## src/rtl/sort4_ctrl.sv

```systemverilog
// sort4_ctrl: loads four unsigned words, sorts them in six fixed compare
// steps through one shared comparator, then streams them out in order.
module sort4_ctrl #(
  parameter int unsigned W = 8
) (
  input  logic         clk,
  input  logic         rst_n,
  input  logic         in_valid,
  output logic         in_ready,
  input  logic [W-1:0] in_data,
  input  logic         descend,
  output logic         out_valid,
  input  logic         out_ready,
  output logic [W-1:0] out_data,
  output logic         out_last,
  output logic [2:0]   swap_cnt,
  output logic         busy
);

  localparam int unsigned NW    = 4;
  localparam int unsigned IDXW  = 2;
  localparam int unsigned STPW  = 3;
  localparam int unsigned SWPW  = 3;
  localparam logic [STPW-1:0] LAST_STEP = STPW'(5);
  localparam logic [SWPW-1:0] MAX_SWAP  = SWPW'(6);
  localparam logic [IDXW-1:0] LAST_IDX  = IDXW'(NW - 1);

  typedef enum logic [1:0] {LOAD, SORT, DRAIN} state_t;

  state_t          state_q, state_n;
  logic [IDXW-1:0] idx_q, idx_n;
  logic [STPW-1:0] step_q, step_n;
  logic            ord_q, ord_n;
  logic [SWPW-1:0] swap_q, swap_n;
  logic [W-1:0]    mem_q [NW];
  logic [W-1:0]    mem_n [NW];

  logic [IDXW-1:0] pi, pj;
  logic [W-1:0]    a, b;
  logic            lt, gt, do_swap;

  // Shared comparator on the pair selected by the current sort step
  always_comb begin
    case (step_q)
      STPW'(0): pi = IDXW'(0);
      STPW'(1): pi = IDXW'(1);
      STPW'(2): pi = IDXW'(2);
      STPW'(3): pi = IDXW'(0);
      STPW'(4): pi = IDXW'(1);
      default:  pi = IDXW'(0);
    endcase
    pj      = pi + IDXW'(1);
    a       = mem_q[pi];
    b       = mem_q[pj];
    lt      = (a < b);
    gt      = (a > b);
    do_swap = ord_q ? lt : gt;
  end

  // Next-state and datapath update
  always_comb begin
    state_n = state_q;
    idx_n   = idx_q;
    step_n  = step_q;
    ord_n   = ord_q;
    swap_n  = swap_q;
    mem_n   = mem_q;
    case (state_q)
      LOAD: begin
        if (in_valid) begin
          mem_n[idx_q] = in_data;
          if (idx_q == IDXW'(0)) ord_n = descend;
          if (idx_q == LAST_IDX) begin
            state_n = SORT;
            idx_n   = IDXW'(0);
            step_n  = STPW'(0);
            swap_n  = SWPW'(0);
          end else begin
            idx_n = idx_q + IDXW'(1);
          end
        end
      end
      SORT: begin
        if (do_swap) begin
          mem_n[pi] = b;
          mem_n[pj] = a;
          if (swap_q < MAX_SWAP) swap_n = swap_q + SWPW'(1);
        end
        if (step_q == LAST_STEP) begin
          state_n = DRAIN;
          step_n  = STPW'(0);
        end else begin
          step_n = step_q + STPW'(1);
        end
      end
      DRAIN: begin
        if (out_ready) begin
          if (idx_q == LAST_IDX) begin
            state_n = LOAD;
            idx_n   = IDXW'(0);
          end else begin
            idx_n = idx_q + IDXW'(1);
          end
        end
      end
      default: begin
        state_n = LOAD;
        idx_n   = IDXW'(0);
      end
    endcase
  end

  // State, datapath and registered handshake outputs
  always_ff @(posedge clk or negedge rst_n) begin
    if (!rst_n) begin
      state_q   <= LOAD;
      idx_q     <= '0;
      step_q    <= '0;
      ord_q     <= 1'b0;
      swap_q    <= '0;
      for (int i = 0; i < NW; i++) mem_q[i] <= '0;
      in_ready  <= 1'b1;
      out_valid <= 1'b0;
      out_last  <= 1'b0;
      busy      <= 1'b0;
      out_data  <= '0;
    end else begin
      state_q   <= state_n;
      idx_q     <= idx_n;
      step_q    <= step_n;
      ord_q     <= ord_n;
      swap_q    <= swap_n;
      for (int i = 0; i < NW; i++) mem_q[i] <= mem_n[i];
      in_ready  <= (state_n == LOAD);
      out_valid <= (state_n == DRAIN);
      out_last  <= (state_n == DRAIN) && (idx_n == LAST_IDX);
      busy      <= (state_n != LOAD);
      out_data  <= (state_n == DRAIN) ? mem_n[idx_n] : '0;
    end
  end

  assign swap_cnt = swap_q;

endmodule
```

## config.mk

```make
export PLATFORM = sky130hd
export DESIGN_NAME = sort4_ctrl
export DESIGN_NICKNAME = d
export VERILOG_FILES = /design/src/rtl/sort4_ctrl.sv
export SDC_FILE = /design/constraint.sdc
export NUM_CORES = 1
export LEC_CHECK = 0
export CORE_ASPECT_RATIO = 1.1
export CORE_UTILIZATION = 55
export CTS_BUF_LIST = sky130_fd_sc_hd__clkbuf_16
export DETAILED_ROUTE_END_ITERATION = 10
export HOLD_SLACK_MARGIN = 0.05
export PLACE_DENSITY = 0.75
export SYNTH_ARGS = -nofsm -noshare
export SYNTH_HDL_FRONTEND = slang
export SYNTH_SLANG_ARGS = --single-unit
```

## constraint.sdc

```tcl
create_clock -name clk -period 10.64 [get_ports clk]
set_input_delay 2.128 -clock clk [delete_from_list [all_inputs] [get_ports clk]]
set_output_delay 2.128 -clock clk [all_outputs]
set_load 0.1 [all_outputs]
```

==> impl_metrics.csv <==
group,metric,value,unit
sta,holdWs,0.574,ns
cells_and_area,diodes,0,
cts,cts_root_buf,"clkbuf_16",
synth,yosysWarnings,0,
sta,timing.final.hold_violations,0,
sta,fmax,150,MHz
sta,setup_ws,3.96,ns
floorplan,pin_count,28,
setup_path,critical_path_arrival,6.87,ns
synth,yosysUniqueCellTypes,70,
synth,synthArstFlopShare,1.00,
grt,grt-ovfl-total,0,
setup_path,start_kind,"register",
status,outcome,"finished clean",
cts,cts_hold_buffers,0,
hold_path,min_path_cells,1,
grt,grt_pass1_vias,4644,
routing,vias,4906,
synth,synth.top_cells.by_area,"dfrtp_1 29%, ha_1 5.7%, o21ai_0 5.3%",
cts,cts_setup_buffers,0,
cts,cts_buffer_depth,2,
setup_path,cp-end-kind,"register",
floorplan,fp.dieArea,0.00875,sq mm
routing,via_per_inst,7.36,
floorplan,num_rows,34,
placed_design,place_ws,4.14,ns
routing,drc,0,
synth,syn_avg_cell_area,8.33,sq um
floorplan,die_h,98.0,um
synth,synth_top_area_cell,"dfrtp_1",
setup_path,crit_path_max_fanout,20,
synth,syn-num-nets,587,
cells_and_area,drive_above_1_share,0.0680,
routing,drt_iter0_markers,727,
cts,tritoncts,"yes",
floorplan,die_w,89.3,um
sta,clock_skew,0.0101,ns
cells_and_area,syn2layout_area_growth,9.89,%
setup_path,cp.required,10.82,ns
setup_path,rr_startpoint,"step_q[2]",
routing,drtPass1Iterations,6,
setup_path,r2r_setup_slack,3.96,ns
run,drv_cap,0,
grt,grt_pass1_wl,26500,um
routing,wl_per_cell,25.7,um
grt,grt_max_degree,56,
synth,synthesis.area,0.00461,sq mm
placed_design,gp_congestion,1.11,
sta,drv_slew,0,
setup_path,critical_path_class,"register to register",
setup_path,worstReg2RegEnd,"out_data[1]",
synth,yosysMostFrequentCell,"nand2_1",
cts,h-tree-depth,2,
hold_path,hp-class,"register to register",
sta,fin_crit_sh,0.628,
synth,synth_seq_area_share,0.299,
cts,clk_pin_slew_worst_paths,0.08,ns
cts,cts_buffers,5,
floorplan,core-area,0.00800,sq mm
cts,clock_latency,0.29,ns
placed_design,io_buffers,27,
synth,synth_cells,553,
sta,fin_crit,6.68,ns
sta,slew_headroom,0.270,
routing,antenna_left,0,
grt,grt_usage,0.411,
sta,grt_setup_unrepaired,"false",
sta,worstMarginPinSlew,1.09,ns
placed_design,dp_cells,659,
routing,wirelength,17200,um
cells_and_area,final_cells,667,
synth,synth-edff-count,0,
synth,synthTopCellsByCount,"62 x nand2_1, 54 x dfrtp_1, 49 x o21ai_0",
cells_and_area,layout.nets,592,
hold_path,hold_end,"swap_cnt[0]",
sta,setup_violations,0,
grt,antenna_found_initial,0,
cts,post_cts_resized,0,
floorplan,start_util,0.576,
synth,synthFlopType,"dfrtp_1",
synth,synth_seq_cells,55,
synth,synth_top_area_frac,0.293,
hold_path,min_from,"swap_cnt[0]",
sta,fin_setup_tns,0,ns
placed_design,post-dp-hpwl,12600,um
cts,numClockSinks,55,
setup_path,reg2reg_depth,18,
## metal layers
metal,up-vias,global-route usage,wire [um]
li1,2096,-,-
met1,2327,0.588,6650
met2,415,0.592,7550
met3,68,0.117,2310
met4,0,0.144,656
met5,-,0,0
## state kept, by name, summed over array words and instances (netlist names)
name / cells
out_valid: 1
mem_q: 32
in_ready: 1
state_q: 2
step_q: 3
swap_cnt: 3
ord_q: 1
out_last: 1
out_data: 8
idx_q: 2
busy: 1
## through the flow
stage               utilization  cell area (sq um)
floorplan                     -               4610
global placement          0.612               4900
detailed placement        0.612               4900
CTS                       0.633               5060
global route              0.633               5060
finish                    0.633               5060
## final cells by class
cell class | count | area [sq um]
fillers | 725 | 2940
multi-input cells | 432 | 2960
clock inverters | 3 | 41.3
clock buffers | 5 | 125
flip-flops and latches | 55 | 1380
well taps | 108 | 135
inverters | 31 | 116
repair buffers | 33 | 310
## placed cells by master (no fill, tap or decap), types with 4 or more instances in the layout
cell,synthesis,routed
clkbuf_16,0,5
a22o_1,4,4
mux4_2,8,8
a21oi_1,34,34
dfrtp_1,54,54
o22ai_1,24,24
nor2b_1,8,8
a31oi_1,13,13
inv_1,29,30
o211a_1,6,6
o221ai_1,4,4
o21ai_0,49,49
and2_1,8,8
nand2_1,62,62
mux2_2,4,4
or3_1,4,4
nor3_1,12,12
mux2i_1,15,15
a21o_1,8,8
clkdlybuf4s50_1,0,26
ha_1,21,21
nand3_1,6,6
a22oi_1,16,16
buf_4,1,6
a211oi_1,7,7
nor2_1,42,42
a221o_1,9,9
o211ai_1,9,9
## kinds of logic after synthesis
| logic type | share of synthesized area |
|---|---|
| compound gates | 0.330 |
| simple gates | 0.163 |
| buf+inv | 0.0592 |
| flops | 0.299 |
| mux | 0.0815 |
| fa+ha+maj | 0.0570 |
| xor+xnor | 0.00978 |
## worst max-delay path by stage
stage	from	end	slack, ns	depth (start not counted)
finish	step_q[2]	out_data[1]	3.96	18
global placement	step_q[2]	out_data[1]	4.36	18
floorplan	step_q[2]	out_data[5]	5.88	22
detailed placement	step_q[2]	out_data[1]	4.14	18
CTS	step_q[2]	out_data[1]	4.12	18
global route	step_q[2]	out_data[1]	3.63	18
## critical path, cell delays in order, from the launching register on
cell      delay (ns)
dfrtp_1         0.61
xnor2_4         0.19
nor2_4          0.51
inv_1           0.49
ha_1            0.54
or4b_4          0.68
nand2_1         0.11
nand3_1         0.07
o21ai_0         0.19
inv_1           0.09
ha_1            0.34
and4_1          0.21
nor2b_1         0.13
or3_1           0.39
o211a_1         0.38
nor2_1          0.87
nand2_1         0.22
o2111a_1        0.22
o311a_1         0.32
Power is not shown: default switching activity piles up to over one toggle a cycle in this logic, so the estimate is an artifact.
